## src/rtl/video_dma_address_generator.sv

```systemverilog
// Multi-channel DMA address generator with CPU/DMA address mux for the video DRAM.
// Each channel has CPU-written shadow registers, plus a live address counter and a beat counter.
module video_dma_address_generator #(
   parameter int ADDR_W = 14,
   parameter int LEN_W  = 16,
   parameter int NUM_CH = 2,
   parameter int CH_W   = (NUM_CH > 1) ? $clog2(NUM_CH) : 1
) (
   input  logic              CLK,
   input  logic              RST_AL,
   input  logic [ADDR_W-1:0] AB,
   input  logic [7:0]        DB,
   input  logic              WR_AL,
   input  logic [CH_W-1:0]   WR_CH,
   input  logic [2:0]        WR_REG,
   input  logic              LDL_AL,
   input  logic              EXCT_SB,
   input  logic              K2,
   input  logic [CH_W-1:0]   DMA_CH,
   output logic [ADDR_W-1:0] ABX,
   output logic [NUM_CH-1:0] BUSY,
   output logic              DONE,
   output logic              WRAP
);

   localparam logic [2:0] REG_START_LO = 3'd0;
   localparam logic [2:0] REG_START_HI = 3'd1;
   localparam logic [2:0] REG_LEN_LO   = 3'd2;
   localparam logic [2:0] REG_LEN_HI   = 3'd3;
   localparam logic [2:0] REG_STRIDE   = 3'd4;
   localparam logic [2:0] REG_MODE     = 3'd5;

   logic [ADDR_W-1:0] start_q  [NUM_CH];
   logic [ADDR_W-1:0] start_d  [NUM_CH];
   logic [LEN_W-1:0]  len_q    [NUM_CH];
   logic [LEN_W-1:0]  len_d    [NUM_CH];
   logic [7:0]        stride_q [NUM_CH];
   logic [7:0]        stride_d [NUM_CH];
   logic [1:0]        mode_q   [NUM_CH];
   logic [1:0]        mode_d   [NUM_CH];
   logic [ADDR_W-1:0] addr_q   [NUM_CH];
   logic [ADDR_W-1:0] addr_d   [NUM_CH];
   logic [LEN_W-1:0]  rem_q    [NUM_CH];
   logic [LEN_W-1:0]  rem_d    [NUM_CH];
   logic [NUM_CH-1:0] busy_q, busy_d;
   logic              done_q, done_d;
   logic              wrap_q, wrap_d;

   logic [NUM_CH-1:0] wsel;
   logic [NUM_CH-1:0] dsel;

   for (genvar g = 0; g < NUM_CH; g++) begin : g_sel
      assign wsel[g] = !WR_AL && (WR_CH == CH_W'(g));
      assign dsel[g] = (DMA_CH == CH_W'(g));
   end

   always_comb begin
      start_d  = start_q;
      len_d    = len_q;
      stride_d = stride_q;
      mode_d   = mode_q;
      addr_d   = addr_q;
      rem_d    = rem_q;
      busy_d   = busy_q;
      done_d   = 1'b0;
      wrap_d   = 1'b0;
      for (int c = 0; c < NUM_CH; c++) begin
         if (wsel[c]) begin
            case (WR_REG)
               REG_START_LO: start_d[c][7:0]        = DB;
               REG_START_HI: start_d[c][ADDR_W-1:8] = DB[ADDR_W-9:0];
               REG_LEN_LO:   len_d[c][7:0]          = DB;
               REG_LEN_HI:   len_d[c][LEN_W-1:8]    = DB[LEN_W-9:0];
               REG_STRIDE:   stride_d[c]            = DB;
               REG_MODE:     mode_d[c]              = DB[1:0];
               default: ;
            endcase
         end
         // Load beats a same-cycle beat; live counters use the pre-write shadow values.
         if (!LDL_AL && dsel[c]) begin
            addr_d[c] = start_q[c];
            rem_d[c]  = len_q[c];
            busy_d[c] = mode_q[c][1] && (len_q[c] != '0);
         end else if (EXCT_SB && K2 && dsel[c] && busy_q[c]) begin
            if (rem_q[c] > LEN_W'(1)) begin
               addr_d[c] = addr_q[c] + ADDR_W'(stride_q[c]);
               rem_d[c]  = rem_q[c] - LEN_W'(1);
            end else if (mode_q[c][0]) begin
               if (len_q[c] == '0) begin
                  busy_d[c] = 1'b0;
               end else begin
                  addr_d[c] = start_q[c];
                  rem_d[c]  = len_q[c];
                  wrap_d    = 1'b1;
               end
            end else begin
               busy_d[c] = 1'b0;
               done_d    = 1'b1;
            end
         end
         // Software disable is a silent abort: no completion pulse.
         if (wsel[c] && (WR_REG == REG_MODE) && !DB[1]) begin
            busy_d[c] = 1'b0;
            if (dsel[c]) begin
               done_d = 1'b0;
               wrap_d = 1'b0;
            end
         end
      end
   end

   always_ff @(posedge CLK or negedge RST_AL) begin
      if (!RST_AL) begin
         start_q  <= '{default: '0};
         len_q    <= '{default: '0};
         stride_q <= '{default: '0};
         mode_q   <= '{default: '0};
         addr_q   <= '{default: '0};
         rem_q    <= '{default: '0};
         busy_q   <= '0;
         done_q   <= 1'b0;
         wrap_q   <= 1'b0;
      end else begin
         start_q  <= start_d;
         len_q    <= len_d;
         stride_q <= stride_d;
         mode_q   <= mode_d;
         addr_q   <= addr_d;
         rem_q    <= rem_d;
         busy_q   <= busy_d;
         done_q   <= done_d;
         wrap_q   <= wrap_d;
      end
   end

   logic [ADDR_W-1:0] dma_addr;

   always_comb begin
      dma_addr = '0;
      for (int c = 0; c < NUM_CH; c++) begin
         if (dsel[c]) dma_addr = addr_q[c];
      end
   end

   assign ABX  = EXCT_SB ? dma_addr : AB;
   assign BUSY = busy_q;
   assign DONE = done_q;
   assign WRAP = wrap_q;

endmodule

```

## config.mk

```make
export PLATFORM = sky130hd
export DESIGN_NAME = video_dma_address_generator
export DESIGN_NICKNAME = d
export VERILOG_FILES = /design/src/rtl/video_dma_address_generator.sv
export SDC_FILE = /design/constraint.sdc
export NUM_CORES = 1
export LEC_CHECK = 0
export CAP_MARGIN = 25
export CORE_ASPECT_RATIO = 0.5
export CORE_MARGIN = 3
export CORE_UTILIZATION = 55
export CTS_BUF_LIST = sky130_fd_sc_hd__clkbuf_4 sky130_fd_sc_hd__clkbuf_8
export CTS_CLUSTER_SIZE = 8
export DETAILED_ROUTE_END_ITERATION = 6
export PLACE_DENSITY = 0.83
export SLEW_MARGIN = 25
export SYNTH_ARGS = -nofsm -noshare
export SYNTH_HDL_FRONTEND = slang
export SYNTH_SLANG_ARGS = --single-unit
```

## constraint.sdc

```tcl
create_clock -name CLK -period 4.72 [get_ports CLK]
set_input_delay 0.944 -clock CLK [delete_from_list [all_inputs] [get_ports CLK]]
set_output_delay 0.944 -clock CLK [all_outputs]
set_load 0.005 [all_outputs]
```

* Yosys cells after proc, flatten, opt, wreduce, memory -nomap -nowiden
Cells that the tools add are included.
W data, S select, Z words.
** Storage, ports and cells
- Logic and storage cells :: 144
- Register bits after elaboration :: 144
- Bits of input ports :: 33
** Operators by class
- Equal/unequal tests :: 11
- Bitwise gates (word level) :: 2
- Order comparisons :: 2
- Multiplexer cells :: 60
- Reduce and logical (&&, ||, !) cells :: 45
- Add/sub/neg operators :: 4
** Operators with widths (count)
- $mux W14 :: 12
- $mux W16 :: 10
- $mux W1 :: 38
- $gt A16 B1 Y1 const B :: 2
- $logic_not A16 Y1 :: 2
- $reduce_bool A16 Y1 :: 2
- $sub A16 B1 Y16 const B :: 2
- $add A14 B8 Y14 :: 2
- $reduce_and A2 Y1 :: 12
- $logic_and A1 B1 Y1 :: 15
- $reduce_and A3 Y1 :: 4
- $reduce_bool A3 Y1 :: 4
- $ne A4 B1 Y1 const B :: 2
- $eq A3 B2 Y1 const B :: 2
- $eq A3 B3 Y1 const B :: 2
- $ne A3 B2 Y1 const B :: 2
- $ne A3 B3 Y1 const B :: 2
- $reduce_bool A2 Y1 :: 2
- $eq A3 B1 Y1 const B :: 1
- $logic_not A1 Y1 :: 3
- $logic_not A3 Y1 :: 1
- $not A1 Y1 :: 2

* Logic depth before layout (Yosys ltp)
Gate-level depths: netlist of the first run.
- Word-level depth :: 15
- Depth in mapped cells :: 10

* Worst setup path before layout of the first run
No wires, ideal clock.
- Path kind :: input to output
- Start :: input DMA_CH
- End :: output ABX[10]
- Stages on the path :: 4
- Data required time :: 3776 ps
- Buffers on the path :: 2
- Data arrival time :: 2071 ps
- Setup slack :: 1705 ps
- Cell sequence :: clkbuf_1 buf_1 mux2i_1 a21oi_1
** On the way
- Word-level cells in the longest chain between the ends :: 2
** Ends and longest elaborated chain
- start: declaration :: line 19 : input logic [CH_W-1:0] DMA_CH,
- $mux W14 :: line 141 : if (dsel[c]) dma_addr = addr_q[c];
- $mux W14 :: line 145 : assign ABX = EXCT_SB ? dma_addr : AB;
- end: declaration :: line 20 : output logic [ADDR_W-1:0] ABX,
No other way between the ends.

* Worst setup path in the final report of the first run
- Start :: input DMA_CH
- End :: output ABX[8]
The elaborated chain is that of the path after synthesis.

==> impl_metrics.csv, run 1 <==
group,metric,value,unit
outcome,status,"finished clean",
timing,setup_slack,959.9,ps
setup_path,worst_setup_path_start_kind,"input port",
setup_path,max_stage_delay,730,ps
clock_network,clock_latency,470,ps
global_route,grt_pass1_wl,33290,microns
setup_path,critPathMaxFanout,12,
setup_path,crit_type,"input port to output pin",
clock_network,postCtsSetupBuffers,0,
clock_network,ctsHoldBuffers,0,
clock_network,cts_tree,"built",
setup_path,crit_chain,"clkdlybuf4s50_1 -> buf_4 -> mux2i_1 -> a21oi_1 -> clkdlybuf4s50_1",
global_route,overflow,0,
cells_and_area,nets,891,
timing,rsz0062_at_grt,"false",
floorplan,die-area,15890,sq um
detailed_routing,avgViaCountPerCell,6.420,
placement,dpl.hpwl,13460,microns
clock_network,clock-sinks,144,
setup_path,endpoint_kind,"output pin",
floorplan,die_y,90.64,microns
placement,pre_cts_ws,985.6,ps
logic_synthesis,syn_area_per_cell,9.850,sq um
timing,skew,9.950,ps
global_route,grt_pass1_vias,6331,
logic_synthesis,syn_nets,855,
run,max_cap_violations,0,
logic_synthesis,ys_types,61,
timing,setup_tns,0,ps
global_route,grt_max_degree,85,
power_and_ir_drop,peakVddDrop,213.8,uV
logic_synthesis,synthCells,800,
timing,fin_crit_sh,0.7966,
setup_path,crit_arrival,2820,ps
floorplan,die_w,175.3,microns
logic_synthesis,ys_seq_elements,144,
floorplan,rows,30,
logic_synthesis,synth_flop_cell,"dfrtp_1",
global_route,grt_usage,0.2648,
timing,drv_slew,0,
detailed_routing,drtAntennaViolNets,0,
clock_network,cts-buffers-inserted,17,
clock_network,clk_pin_slew,90,ps
logic_synthesis,synth_seq_area_share,0.4573,
logic_synthesis,synth_top_area_cell,"dfrtp_1",
power_and_ir_drop,p_leak,3.758,nW
logic_synthesis,synth_edf_count,0,
setup_path,slowest_stage,"clkdlybuf4s50_1",
placement,numPortBuffers,50,
floorplan,ios,51,
placement,routabilityCongestion,0.9034,
setup_path,crit_family,"buffers and inverters",
timing,hold_viol_final,0,
timing,relSlewSlack,0.2969,
detailed_routing,drt_pass1_iterations,5,
hold_path,hold_class,"input port to async pin",
setup_path,path_common_cell,"clkdlybuf4s50_1",
detailed_routing,routed_wl,20510,microns
detailed_routing,wl_per_cell,19.74,microns
cells_and_area,layout-drive-gt1-share,0.1653,
floorplan,design.core.area,13780,sq um
logic_synthesis,synth_top_area_share,0.4573,
clock_network,clock_path_buffers,2,
detailed_routing,drt_iter0_markers,660,
detailed_routing,drc,0,
timing,worst_slew_pin_slew,1052,ps
logic_synthesis,async_flop_share,1.000,
timing,setup_viol,0,
cells_and_area,syn_to_final_growth,14.80,%
cells_and_area,diodes,0,
setup_path,cp.required,3780,ps
clock_network,cts.repair.resized,0,
logic_synthesis,ys_warn_count,0,
logic_synthesis,synth_area_leaders,"dfrtp_1, mux2_2, a21oi_1, nor2_1, ha_1",
detailed_routing,route.vias.total,6670,
timing,period_needed,3760,ps
global_route,antenna_found_initial,0,
clock_network,clock-root-buffer,"clkbuf_8",
logic_synthesis,netlist_area,7880,sq um
floorplan,start_util,0.5720,
power_and_ir_drop,powerDensity,532.2,nW/um^2
clock_network,htreeDepth,4,
timing,fmax,265.9,MHz
setup_path,cp.buffers_inverters,3,
cells by family after synthesis:
logic type               after synthesis  synth area share
buffers and inverters                 67           0.03652
multiplexers                          95            0.1334
AO/OA/AOI/OAI                        230            0.1805
flip-flops                           144            0.4573
adder cells (fa/ha/maj)               22           0.03684
XOR/XNOR                               6          0.006669
AND/OR/NAND/NOR                      236            0.1488
stage by stage:
step / utilization / total power, mW / hold WS [ps] / instance area (sq um) / cells
floorplan: - / 3.111 / 463.2 / 7880 / 800
global placement: 0.6207 / 3.522 / 486.9 / 8551 / 1008
detailed placement: 0.6207 / 3.612 / 493.2 / 8551 / 1008
CTS: 0.6540 / 4.774 / 510.2 / 9010 / 1038
global route: 0.6567 / 5.120 / 519.2 / 9046 / 1039
finish: 0.6567 / 4.815 / 509.8 / 9046 / 1039
sequential cells by signal (all words and copies together), names as in the netlist:
register,count
rem_q,32
addr_q,28
BUSY,2
len_q,32
WRAP,1
stride_q,16
mode_q,4
DONE,1
start_q,28
worst reg2reg max path, cell delays in order (launching register included):
cell and delay [ps]:
dfrtp_1 410, or4_1 670, or4_1 650, o21ai_4 560, buf_16 240, nor2_1 90
a22oi_1 140, o22ai_1 120
report_power, final:
group	switching (mW)	internal, mW
clock	0.491	0.664
sequential	0.405	1.61
combinational	0.871	0.772
total	1.77	3.05
final timing paths:
path | to | startpoint | cells after the start | slack (ps)
worst max-delay path | ABX[8] | DMA_CH | 5 | 960
worst min register to register | start_q[20] | start_q[20] | 1 | 510
worst max register to register | rem_q[20] | rem_q[22] | 7 | 1670
worst min-delay path | rem_q[10] | RST_AL | 1 | 510
min in group CLK | start_q[20] | start_q[20] | 1 | 510
max in group asynchronous | addr_q[21] | RST_AL | 2 | 3190
synth_stat cells (5+ instances only):
cell type,instances
nand3_1,19
o2bb2ai_1,7
o22a_1,6
a211oi_1,11
o21ai_1,7
or4_1,5
clkbuf_1,27
ha_1,20
mux2_2,80
mux2i_1,15
xnor2_1,5
a31oi_1,9
nand2_1,51
o21ai_0,50
inv_1,21
o211ai_1,7
a22oi_1,10
nand4_1,6
o21a_1,7
nor4_1,18
and3_1,6
or3_1,5
nand2b_1,7
nor3_1,26
buf_2,5
dfrtp_1,144
a21oi_1,77
nor2_1,69
buf_1,8
o22ai_1,10
cells in the final DEF, fill, tap and decap left out, drive strengths merged, types with 3 or more instances in the layout:
| master | n |
|---|---|
| nor3 | 27 |
| xnor2 | 5 |
| dfrtp | 144 |
| o21a | 8 |
| a22o | 3 |
| o22ai | 10 |
| and3 | 6 |
| o22a | 6 |
| or2 | 4 |
| nand4 | 6 |
| a31oi | 9 |
| inv | 21 |
| nor4 | 20 |
| nand2 | 51 |
| a21oi | 77 |
| bufinv | 5 |
| clkbuf | 20 |
| o31a | 4 |
| buf | 14 |
| o41ai | 3 |
| nor2 | 69 |
| o211ai | 7 |
| a22oi | 10 |
| clkinv | 3 |
| nand3 | 19 |
| nand3b | 3 |
| clkdlybuf4s50 | 49 |
| mux2i | 15 |
| nand2b | 7 |
| o21ai | 58 |
| o2bb2ai | 7 |
| or4 | 5 |
| mux2 | 80 |
| a211oi | 11 |
| ha | 20 |
| a2bb2oi | 3 |
| nor2b | 4 |
| or3 | 5 |
final cells by class:
type                       count  area (sq um)
tap                          192         240.2
inverter                      21         78.83
clock buffer                  20         275.3
sequential                   144          3603
fill                        1006          4730
clock inverter                10         183.9
timing repair buffer          63         631.9
multi-input combinational    589          4033
metal layers:
layer	share of wire	track usage	vias to the layer above
met4	0.023	0.09549	0
li1	-	-	3045
met1	0.44	0.3719	3307
met3	0.064	0.04912	52
met2	0.47	0.4136	266
met5	0	0	-
(Power assumes the default switching activity.)
==> inputs of run 2 (changes only) <==
- clock period: 4.72 -> 3.9 ns (I/O delays scaled with it)
==> impl_metrics.csv, run 2 (synthesis results as in run 1) <==
group,metric,value,unit
placement,numPortBuffers,50,
floorplan,die_w,175.3,microns
detailed_routing,drc,0,
setup_path,cp.required,3120,ps
cells_and_area,final_common_cell,"dfrtp_1",
floorplan,die_y,90.64,microns
detailed_routing,drt_pass1_iterations,5,
timing,setup_tns,0,ps
cells_and_area,most-common-layout-cells,"dfrtp_1, mux2_2, a21oi_1, nor2_1, nand2_1",
setup_path,endpoint_kind,"output pin",
global_route,grt_pass1_vias,6317,
setup_path,reg2regPathDepth,7,
clock_network,clock-root-buffer,"clkbuf_8",
cells_and_area,diodes,0,
outcome,status,"finished clean",
timing,drv_slew,0,
setup_path,crit_arrival,2420,ps
detailed_routing,routed_wl,20520,microns
timing,period_needed,3204,ps
setup_path,path_common_cell,"clkdlybuf4s50_1",
floorplan,start_util,0.5720,
detailed_routing,drt_iter0_markers,645,
floorplan,ios,51,
timing,rsz0062_at_grt,"false",
hold_path,hold_class,"input port to async pin",
setup_path,worst_setup_path_start_kind,"input port",
setup_path,max_stage_delay,530,ps
clock_network,clk_pin_slew,90,ps
clock_network,cts.repair.resized,0,
setup_path,cp-startpoint,"DMA_CH",
power_and_ir_drop,p_leak,3.778,nW
detailed_routing,wl_per_cell,19.60,microns
power_and_ir_drop,peakVddDrop,310.0,uV
setup_path,cp.buffers_inverters,3,
cells_and_area,syn_to_final_growth,15.07,%
timing,hold_viol_final,0,
global_route,grt_usage,0.2670,
setup_path,r2r-end,"rem_q[20]",
cells_and_area,nets,897,
floorplan,rows,30,
detailed_routing,drtAntennaViolNets,0,
timing,fmax,312.1,MHz
cells_and_area,utilization,0.6582,
timing,worst_slew_pin_slew,1011,ps
cells_and_area,layout-drive-gt1-share,0.1731,
timing,setup_viol,0,
power_and_ir_drop,powerDensity,640.7,nW/um^2
setup_path,crit_type,"input port to output pin",
detailed_routing,route.vias.total,6656,
clock_network,htreeDepth,4,
cells_and_area,design_area,9067,sq um
clock_network,clock_latency,460,ps
run,max_cap_violations,0,
global_route,antenna_found_initial,0,
setup_path,rrSetupSlack,940,ps
setup_path,critPathMaxFanout,21,
placement,dpl.hpwl,13880,microns
clock_network,clock-sinks,144,
global_route,overflow,0,
placement,routabilityCongestion,0.9169,
timing,fin_crit_sh,0.8216,
setup_path,slowest_stage,"clkdlybuf4s50_1",
clock_network,ctsHoldBuffers,0,
floorplan,die-area,15890,sq um
detailed_routing,avgViaCountPerCell,6.357,
setup_path,crit_family,"buffers and inverters",
floorplan,design.core.area,13780,sq um
cells_and_area,reg.largest.list,"len_q x32, rem_q x32",
timing,skew,15.59,ps
timing,relSlewSlack,0.3201,
clock_network,postCtsSetupBuffers,0,
clock_network,clock_path_buffers,2,
setup_path,crit_chain,"clkdlybuf4s50_1 -> buf_4 -> mux2i_1 -> a21oi_1 -> clkdlybuf4s50_1",
global_route,grt_pass1_wl,33800,microns
setup_path,crit-reg2reg-launch,"rem_q[22]",
placement,place_area,8603,sq um
global_route,grt_max_degree,67,
clock_network,cts_tree,"built",
clock_network,cts-buffers-inserted,17,
-- run 2: cell types whose count changed in the layout (fill, tap and decap cells not counted) --
cell / change
clkbuf_8: -2
nor4_4: -1
inv_6: +1
clkinv_4: +1
nor4_2: +1
clkinvlp_4: +1
clkbuf_4: +1
buf_16: -1
buf_4: +7
-- run 2: final cells by class --
cell class | count | area (sq um)
multi-input combinational | 589 | 4024
tap | 192 | 240.2
timing repair buffer | 69 | 656.9
inverter | 21 | 78.83
fill | 1034 | 4708
clock inverter | 13 | 209.0
sequential | 144 | 3603
clock buffer | 19 | 255.2
-- run 2: metrics by stage --
stage	instances	power, mW	hold WS, ps	worst slack, ps
finish	1047	5.810	281.3	695.8
global route	1047	6.186	334.2	624.9
CTS	1047	5.774	322.2	735.8
detailed placement	1015	4.379	495.4	735.0
global placement	1015	4.268	487.4	800.3
floorplan	800	3.765	463.2	1213
-- run 2: per-layer routing --
| metal | part of all wire | wire length, microns | track usage |
|---|---|---|---|
| met1 | 0.43 | 8825 | 0.3676 |
| met2 | 0.47 | 9700 | 0.4252 |
| met3 | 0.076 | 1558 | 0.05164 |
| met4 | 0.021 | 432 | 0.09350 |
| met5 | 0 | 0 | 0 |
-- run 2: worst max path at each step --
stage / endpoint / slack (ps) / cells after the start
after CTS: ABX[13] / 740 / 5
after floorplan: ABX[10] / 1210 / 4
after detailed placement: ABX[13] / 740 / 5
final: ABX[0] / 700 / 5
after global placement: ABX[9] / 800 / 5
after global routing: ABX[5] / 620 / 5
-- run 2: power breakdown --
group | leakage (nW) | internal [mW] | switching, mW
Combinational | 1.80 | 0.933 | 1.05
Sequential | 1.76 | 1.95 | 0.496
Clock | 0.226 | 0.787 | 0.597
Total | 3.78 | 3.67 | 2.14
